File: src/rtl/decode_pkg.sv
// Shared decode constants and the control-bundle type for the MIPS decode stage.
package decode_pkg;

    localparam logic [5:0] OP_RTYPE = 6'h00;
    localparam logic [5:0] OP_LW    = 6'h23;
    localparam logic [5:0] OP_SW    = 6'h2B;
    localparam logic [5:0] OP_BEQ   = 6'h04;
    localparam logic [5:0] OP_ADDI  = 6'h08;

    localparam logic [5:0] FN_ADD = 6'h20;
    localparam logic [5:0] FN_SUB = 6'h22;
    localparam logic [5:0] FN_AND = 6'h24;
    localparam logic [5:0] FN_OR  = 6'h25;
    localparam logic [5:0] FN_SLT = 6'h2A;

    localparam logic [2:0] ALUC_AND = 3'b000;
    localparam logic [2:0] ALUC_OR  = 3'b001;
    localparam logic [2:0] ALUC_ADD = 3'b010;
    localparam logic [2:0] ALUC_SUB = 3'b110;
    localparam logic [2:0] ALUC_SLT = 3'b111;

    typedef struct packed {
        logic       regdst;
        logic       branch;
        logic       memread;
        logic       memtoreg;
        logic       memwrite;
        logic       alusrc;
        logic       regwrite;
        logic [2:0] aluc;
        logic       illegal;
    } ctrl_t;

    localparam ctrl_t CTRL_NOP = '0;

endpackage

File: src/rtl/reg_file_bypass.sv
// Register file, two combinational read ports and one write port with same-cycle
// write-through bypass. Register 0 is hardwired to zero.
module reg_file_bypass #(
    parameter int unsigned DATA_W    = 32,
    parameter int unsigned REG_COUNT = 32,
    localparam int unsigned RA_W     = $clog2(REG_COUNT)
) (
    input  logic              clk,
    input  logic              rst,
    input  logic              we,
    input  logic [RA_W-1:0]   waddr,
    input  logic [DATA_W-1:0] wdata,
    input  logic [RA_W-1:0]   raddr_a,
    output logic [DATA_W-1:0] rdata_a,
    input  logic [RA_W-1:0]   raddr_b,
    output logic [DATA_W-1:0] rdata_b
);

    logic [DATA_W-1:0] regs_q [REG_COUNT];
    logic              wr_live;

    assign wr_live = we && (waddr != '0);

    always_ff @(posedge clk) begin
        if (rst) begin
            for (int i = 0; i < int'(REG_COUNT); i++) begin
                regs_q[i] <= '0;
            end
        end else if (wr_live) begin
            regs_q[waddr] <= wdata;
        end
    end

    always_comb begin
        rdata_a = regs_q[raddr_a];
        rdata_b = regs_q[raddr_b];
        if (wr_live && waddr == raddr_a) rdata_a = wdata;
        if (wr_live && waddr == raddr_b) rdata_b = wdata;
        if (raddr_a == '0) rdata_a = '0;
        if (raddr_b == '0) rdata_b = '0;
    end

endmodule

File: src/rtl/decode_stage_pipe.sv
// MIPS ID stage: register read with bypass, control decode, load-use stall and ID/EX bank.
// Define ID_BRANCH_RESOLVE_EN to resolve beq in ID (branch_taken/branch_target).
module decode_stage_pipe
    import decode_pkg::*;
#(
    parameter int unsigned DATA_W    = 32,
    parameter int unsigned REG_COUNT = 32,
    localparam int unsigned RA_W     = $clog2(REG_COUNT)
) (
    input  logic              clk,
    input  logic              rst,
    input  logic [31:0]       id_instr,
    input  logic              id_valid,
    input  logic [DATA_W-1:0] id_pc4,
    input  logic              flush,
    input  logic              wb_en,
    input  logic [RA_W-1:0]   wb_addr,
    input  logic [DATA_W-1:0] wb_data,
    output logic              stall,
    output logic              ex_valid,
    output logic              ex_regdst,
    output logic              ex_branch,
    output logic              ex_memread,
    output logic              ex_memtoreg,
    output logic              ex_memwrite,
    output logic              ex_alusrc,
    output logic              ex_regwrite,
    output logic [2:0]        ex_aluc,
    output logic [DATA_W-1:0] ex_rs_data,
    output logic [DATA_W-1:0] ex_rt_data,
    output logic [DATA_W-1:0] ex_imm,
    output logic [DATA_W-1:0] ex_pc4,
    output logic [RA_W-1:0]   ex_rs_addr,
    output logic [RA_W-1:0]   ex_rt_addr,
    output logic [RA_W-1:0]   ex_rd_addr,
    output logic              ex_illegal,
    output logic              branch_taken,
    output logic [DATA_W-1:0] branch_target
);

    logic [5:0]        opcode;
    logic [5:0]        funct;
    logic [RA_W-1:0]   rs_addr;
    logic [RA_W-1:0]   rt_addr;
    logic [RA_W-1:0]   rd_addr;
    logic [DATA_W-1:0] imm_ext;
    logic [DATA_W-1:0] rs_data;
    logic [DATA_W-1:0] rt_data;
    ctrl_t             ctrl;
    logic              reads_rt;

    logic              valid_q;
    ctrl_t             ctrl_q;
    logic [DATA_W-1:0] rs_data_q, rt_data_q, imm_q, pc4_q;
    logic [RA_W-1:0]   rs_addr_q, rt_addr_q, rd_addr_q;

    assign opcode  = id_instr[31:26];
    assign funct   = id_instr[5:0];
    assign rs_addr = id_instr[21 +: RA_W];
    assign rt_addr = id_instr[16 +: RA_W];
    assign rd_addr = id_instr[11 +: RA_W];
    assign imm_ext = DATA_W'($signed(id_instr[15:0]));

    reg_file_bypass #(
        .DATA_W    (DATA_W),
        .REG_COUNT (REG_COUNT)
    ) u_reg_file (
        .clk     (clk),
        .rst     (rst),
        .we      (wb_en),
        .waddr   (wb_addr),
        .wdata   (wb_data),
        .raddr_a (rs_addr),
        .rdata_a (rs_data),
        .raddr_b (rt_addr),
        .rdata_b (rt_data)
    );

    always_comb begin
        ctrl     = CTRL_NOP;
        reads_rt = 1'b0;
        case (opcode)
            OP_RTYPE: begin
                reads_rt      = 1'b1;
                ctrl.regdst   = 1'b1;
                ctrl.regwrite = 1'b1;
                case (funct)
                    FN_ADD:  ctrl.aluc = ALUC_ADD;
                    FN_SUB:  ctrl.aluc = ALUC_SUB;
                    FN_AND:  ctrl.aluc = ALUC_AND;
                    FN_OR:   ctrl.aluc = ALUC_OR;
                    FN_SLT:  ctrl.aluc = ALUC_SLT;
                    default: begin
                        ctrl         = CTRL_NOP;
                        ctrl.illegal = 1'b1;
                    end
                endcase
            end
            OP_LW: begin
                ctrl.alusrc   = 1'b1;
                ctrl.memread  = 1'b1;
                ctrl.memtoreg = 1'b1;
                ctrl.regwrite = 1'b1;
                ctrl.aluc     = ALUC_ADD;
            end
            OP_SW: begin
                reads_rt      = 1'b1;
                ctrl.alusrc   = 1'b1;
                ctrl.memwrite = 1'b1;
                ctrl.aluc     = ALUC_ADD;
            end
            OP_BEQ: begin
                reads_rt  = 1'b1;
                ctrl.aluc = ALUC_SUB;
`ifdef ID_BRANCH_RESOLVE_EN
                ctrl.branch = 1'b0;
`else
                ctrl.branch = 1'b1;
`endif
            end
            OP_ADDI: begin
                ctrl.alusrc   = 1'b1;
                ctrl.regwrite = 1'b1;
                ctrl.aluc     = ALUC_ADD;
            end
            default: ctrl.illegal = 1'b1;
        endcase
    end

    // Load in EX whose destination feeds the ID instruction: one bubble covers it.
    assign stall = valid_q && ctrl_q.memread && (rt_addr_q != '0) && id_valid &&
                   ((rt_addr_q == rs_addr) || (reads_rt && rt_addr_q == rt_addr));

`ifdef ID_BRANCH_RESOLVE_EN
    assign branch_target = id_pc4 + (imm_ext << 2);
    assign branch_taken  = id_valid && (opcode == OP_BEQ) && !stall && !flush &&
                           (rs_data == rt_data);
`else
    assign branch_target = '0;
    assign branch_taken  = 1'b0;
`endif

    always_ff @(posedge clk) begin
        if (rst) begin
            valid_q   <= 1'b0;
            ctrl_q    <= CTRL_NOP;
            rs_data_q <= '0;
            rt_data_q <= '0;
            imm_q     <= '0;
            pc4_q     <= '0;
            rs_addr_q <= '0;
            rt_addr_q <= '0;
            rd_addr_q <= '0;
        end else begin
            if (flush || stall || !id_valid) begin
                valid_q <= 1'b0;
                ctrl_q  <= CTRL_NOP;
            end else begin
                valid_q <= 1'b1;
                ctrl_q  <= ctrl;
            end
            rs_data_q <= rs_data;
            rt_data_q <= rt_data;
            imm_q     <= imm_ext;
            pc4_q     <= id_pc4;
            rs_addr_q <= rs_addr;
            rt_addr_q <= rt_addr;
            rd_addr_q <= rd_addr;
        end
    end

    assign ex_valid    = valid_q;
    assign ex_regdst   = ctrl_q.regdst;
    assign ex_branch   = ctrl_q.branch;
    assign ex_memread  = ctrl_q.memread;
    assign ex_memtoreg = ctrl_q.memtoreg;
    assign ex_memwrite = ctrl_q.memwrite;
    assign ex_alusrc   = ctrl_q.alusrc;
    assign ex_regwrite = ctrl_q.regwrite;
    assign ex_aluc     = ctrl_q.aluc;
    assign ex_illegal  = ctrl_q.illegal;
    assign ex_rs_data  = rs_data_q;
    assign ex_rt_data  = rt_data_q;
    assign ex_imm      = imm_q;
    assign ex_pc4      = pc4_q;
    assign ex_rs_addr  = rs_addr_q;
    assign ex_rt_addr  = rt_addr_q;
    assign ex_rd_addr  = rd_addr_q;

endmodule

File: config.mk
export PLATFORM = sky130hd
export DESIGN_NAME = decode_stage_pipe
export DESIGN_NICKNAME = d
export VERILOG_FILES = /design/src/rtl/decode_pkg.sv /design/src/rtl/reg_file_bypass.sv /design/src/rtl/decode_stage_pipe.sv
export SDC_FILE = /design/constraint.sdc
export NUM_CORES = 2
export LEC_CHECK = 0
export CAP_MARGIN = 15
export CELL_PAD_IN_SITES_DETAIL_PLACEMENT = 1
export CELL_PAD_IN_SITES_GLOBAL_PLACEMENT = 2
export CORE_MARGIN = 5
export CORE_UTILIZATION = 40
export CTS_CLUSTER_SIZE = 24
export DETAILED_ROUTE_END_ITERATION = 12
export PLACE_DENSITY = 0.85
export SLEW_MARGIN = 20
export SYNTH_ARGS = -nofsm -noshare
export SYNTH_HDL_FRONTEND = slang
export SYNTH_HIERARCHICAL = 1
export SYNTH_SLANG_ARGS = --single-unit
File: constraint.sdc
create_clock -name clk -period 2.35 [get_ports clk]
set_input_delay 0.47 -clock clk [delete_from_list [all_inputs] [get_ports clk]]
set_output_delay 0.47 -clock clk [all_outputs]
set_load 0.05 [all_outputs]
; ---- Word level (Yosys, flattened, before mapping)
; Memory sizes are Yosys's and may differ from the RTL's. A register that Yosys moved wholly into a read port is not among the register bits.
; Index checks and enable logic that the tools add are counted.
[classes]
n_eq_ne = 11
muxes = 20
n_bitwise = 1
n_reduce_logical = 25
[op_table]
columns = cell, count
row1 = $eq A6 B6 Y1 const B, 7
row2 = $mux W32, 1
row3 = $reduce_or A32 Y1, 1
row4 = $pmux W3 S4, 1
row5 = $eq A5 B5 Y1, 2
row6 = $logic_not A5 Y1, 2
row7 = $pmux W1 S2, 5
row8 = $reduce_bool A5 Y1, 2
row9 = $mux W1, 9
row10 = $pmux W3 S3, 1
row11 = $reduce_or A3 Y1, 3
row12 = $reduce_or A2 Y1, 4
row13 = $mux W7, 1
row14 = $eq A6 B3 Y1 const B, 1
row15 = $eq A6 B4 Y1 const B, 1
row16 = $logic_and A1 B1 Y1, 6
row17 = $logic_not A6 Y1, 1
row18 = $mux W5, 1
row19 = $reduce_or A5 Y1, 1
row20 = $pmux W2 S2, 1
row21 = $reduce_or A4 Y1, 1
row22 = $logic_or A1 B1 Y1, 3
row23 = $logic_not A1 Y1, 1
row24 = $not A1 Y1, 1
[totals]
register_bits = 75
mem_bits_rw = 1024
in_bits = 106
output_inout_bits = 189
elab_cells = 73
mem_count = 1
[memory_table]
columns = memory, depth, word_bits, rd, rd_clocked_by_memory_dff, write_ports, line_no
row1 = u_reg_file.regs_q, 32, 32, 2, 2, 32, reg_file_bypass.sv:19  ; logic [DATA_W-1:0] regs_q [REG_COUNT];

; ---- Longest topological paths before layout
[depth]
word_depth = 9
ltp_mapped = 11
depth_no_buf = 6

; ---- By module
; Netlist, hierarchy kept.
[by_module_without_submodules]
columns = mod, instances, cells_per_inst, area_per_inst_um2, seq_area_each_um2
row1 = reg_file_bypass, 1, 3918, 55723.4, 30749.5
row2 = decode_stage_pipe, 1, 389, 4346.7, 2662.6

; ---- Least setup slack after synthesis
; No wires, ideal clock.
[synth_timing]
kind = in2reg
start = input wb_addr[2]
end = memory u_reg_file.regs_q[8][0], enable pin
setup_ns = 0.330
arrival_time_ns = 2.091
required_ns = 2.020
setup_slack_ns = -0.071
path_stages = 7
n_path_buf = 3
path_cell_list = buf_2 -> or3_1 -> buf_4 -> nand3b_1 -> buf_2 -> nor2_1 -> or2_2
[synth_rtl]
columns = item, line_no
row1 = "start, declared", decode_stage_pipe.sv:17  ; input logic [RA_W-1:0] wb_addr,
row2 = "end, declared", reg_file_bypass.sv:19

; ---- Worst setup path after layout
[layout_timing]
start = register rt_addr_q[1], in the netlist ex_rt_addr[1]
end = output stall
[layout_between]
elab_chain_cells = 4
word_cells_on_any_way = 8
cone_classes = eq/ne (2) / reduce/logical (6)
[layout_lines]
columns = item, line_no
row1 = "start, declared", decode_stage_pipe.sv:55  ; logic [RA_W-1:0] rs_addr_q, rt_addr_q, rd_addr_q;
row2 = "start signal, assigned", decode_stage_pipe.sv:167  ; rt_addr_q <= rt_addr;
row3 = $eq A5 B5 Y1 / $reduce_bool A5 Y1 (equally long branches), "decode_stage_pipe.sv:132, decode_stage_pipe.sv:131"
row4 = $logic_and A1 B1 Y1 (on tied branches), "decode_stage_pipe.sv:132, decode_stage_pipe.sv:131"
row5 = $logic_or A1 B1 Y1 / $logic_and A1 B1 Y1 (equally long branches), "decode_stage_pipe.sv:132, decode_stage_pipe.sv:131"
row6 = $logic_and A1 B1 Y1 *, decode_stage_pipe.sv:131  ; assign stall = valid_q && ctrl_q.memread && (rt_addr_q != '0) && id_valid &&
row7 = "end, declared", decode_stage_pipe.sv:19  ; output logic stall,
; Every way passes the cells marked *; elsewhere a longest branch is shown, timed or not.

==> impl_metrics.ini <==
[critical_path]
crit_type = register to output pin
critPathLaunchType = register
arrival_ns = 2.32
end_kind = output pin
reg2reg_slack_ns = 0.13
cp_max_fo = 3
cp.required_ns = 1.88

[logic_synthesis]
synth_cells = 4307
syn_avg_cell_area_um2 = 13.95
synth_edf_count = 1024
ys_types = 81
yosysWarnings = 6
yosysSeqAreaShare = 0.5562
synth-main-ff-cell = edfxtp_1
ys_async_sr_fraction = 0
ys_seq_elements = 1157
netlist_area_um2 = 60070

[drt]
vias_per_cell = 6.438
drc = 0
via_count = 45560
dr.pass1.iters = 5
postRouteWirelength_um = 259200
first_iter_violations = 6771
routedWlPerCell_um = 36.62
drtAntennaViolNets = 0

[placed_design]
place.gp.congestion = 0.9552
placedCellCount = 6815
place_ws_ns = -0.5565
portBuffers = 261
post-dp-hpwl_um = 177300

[cts]
worst_skew_pair.late_latency_ns = 0.80
clockBufferDepth = 3
cts_root_buf = clkbuf_16
numCtsBuffers = 132
numClockSinks = 1157
ctsHtreeMaxLevel = 4
cts_tree = built
clk_pin_slew_ns = 0.06

[power_and_ir_drop]
ir_worst_vdd_uv = 851.7
p_leak_nw = 27.98
powerDensity_nw_per_um2 = 713.8

[outcome]
violations = setup timing
status = complete, but fails checks

[final_layout]
drive_gt1_frac = 0.2746
nets = 5044
stdcell_count = 7077
final_cell_mix = 1024 x edfxtp_1, 962 x and2_1, 484 x buf_4, 356 x mux4_2, 334 x mux2i_1
layout_commonest_cell = edfxtp_1
area_growth_pct = 24.58

[global_route]
grt_use_total = 0.3208
grt_max_degree = 83
grt_pass1_wl_um = 357900
antenna_found_initial = 26
grt_overflow = 0
first_global_vias = 47100

[hold_path]
hold_path.class = input port to register

[timing]
setup_viol = 1
grt_setup_unrepaired = true
hold_viol_final = 0
maxSlewViolCount = 0
finalSetupTns_ns = -0.4441
final.setup.worst_slack_ns = -0.4441
period_needed_ns = 2.794
timing.final.crit_share = 1.189
worst_pin_slew_ns = 0.8489
clock_skew_ns = 0.02853
slew_headroom = 0.4320
timing.fmax_mhz = 357.9
holdWs_ns = 0.06030

[die]
dieArea_um2 = 158000
die_w_um = 397.5
die_h_um = 397.5
ios = 295
rows = 142
coreArea_um2 = 149600
initial_utilization = 0.4015

[job]
cap_viol_max_count = 0
[power breakdown]
group	leakage (nW)	switching [mW]	internal [mW]
Combinational	15.0	4.79	3.34
Sequential	10.9	0.796	23.5
Clock	2.10	8.86	12.1
[flip-flops by register name (all words and copies together) (netlist names)]
register           flops
u_reg_file/regs_q   1024
ex_pc4                32
ex_rs_data            32
ex_rt_data            32
ex_imm                16
ex_rs_addr             5
ex_rt_addr             5
ex_aluc                3
ex_alusrc              1
ex_branch              1
ex_illegal             1
ex_memread             1
ex_memwrite            1
ex_regdst              1
ex_regwrite            1
ex_valid               1
[stage by stage]
step | power, mW | utilization | cell area, um^2
3_3_place_gp | 32.44 | 0.4717 | 70570
6_report | 53.42 | 0.5003 | 74840
4_1_cts | 53.35 | 0.5000 | 74810
3_5_place_dp | 32.70 | 0.4718 | 70590
2_1_floorplan | 28.74 | - | 60330
5_1_grt | 54.73 | 0.5001 | 74810
[critical path, stage by stage (launching register included)]
cell	delay (ns)
dfxtp_2	0.32
or4_4	0.55
o21ai_4	0.17
nor3_2	0.07
or2_4	0.27
buf_12	0.15
[cell families (layout without fill, tap and decap cells)]
family,after synthesis,in the layout,synth area share
buf+inv,492,1170,0.04105
other cells,2,78,0.0001250
simple gates,1461,1461,0.1441
xor+xnor,21,21,0.003062
mux,736,736,0.2005
compound gates,438,438,0.05503
flops,1157,1157,0.5562
[Yosys cell counts (46+ instances only)]
cell type,number,area [um^2]
a211oi_1,46,345.3
a21oi_1,83,415.4
a22oi_1,66,495.5
and2_1,963,6025
buf_2,62,310.3
buf_4,76,570.6
clkbuf_1,306,1149
dfxtp_1,133,2663
edfxtp_1,1024,30750
mux2i_1,334,3343
mux4_2,356,8018
nand2_1,138,518.0
nor2_1,64,240.2
nor2b_1,131,819.5
nor3_1,47,235.2
[area by class of cell]
cell class	count	area [um^2]
fillers	14700	74760
flip-flops and latches	1157	33410
multi-input cells	2721	24730
repair buffers	922	9813
clock buffers	184	3716
well taps	2016	2522
clock inverters	60	593.1
diodes	13	32.53
inverters	4	15.01
[timing repair]
action	4_1_cts	5_1_grt
endpoints found under the hold margin	3	0
gates resized for setup	173	3
buffers inserted	1	1
hold buffers	3	0
pin swaps	3	2
setup endpoints to repair	140	4
[final timing paths]
path,from,end,cells past startpoint
max,ex_rt_addr[1],stall,5
min,id_instr[21],ex_rs_addr[0],2
max reg2reg,u_reg_file/regs_q[24][6],ex_rt_data[6],5
min reg2reg,ex_rt_addr[3],ex_alusrc,4
[metal layers]
| metal | part of all wire | track usage | vias to the layer above |
|---|---|---|---|
| met5 | 0.00034 | 0.003695 | - |
| met4 | 0.071 | 0.1905 | 4 |
| met3 | 0.13 | 0.1005 | 914 |
| met2 | 0.45 | 0.4963 | 3767 |
| met1 | 0.35 | 0.3958 | 23460 |
| li1 | - | - | 17420 |
Power figures use the tool's default switching activity.
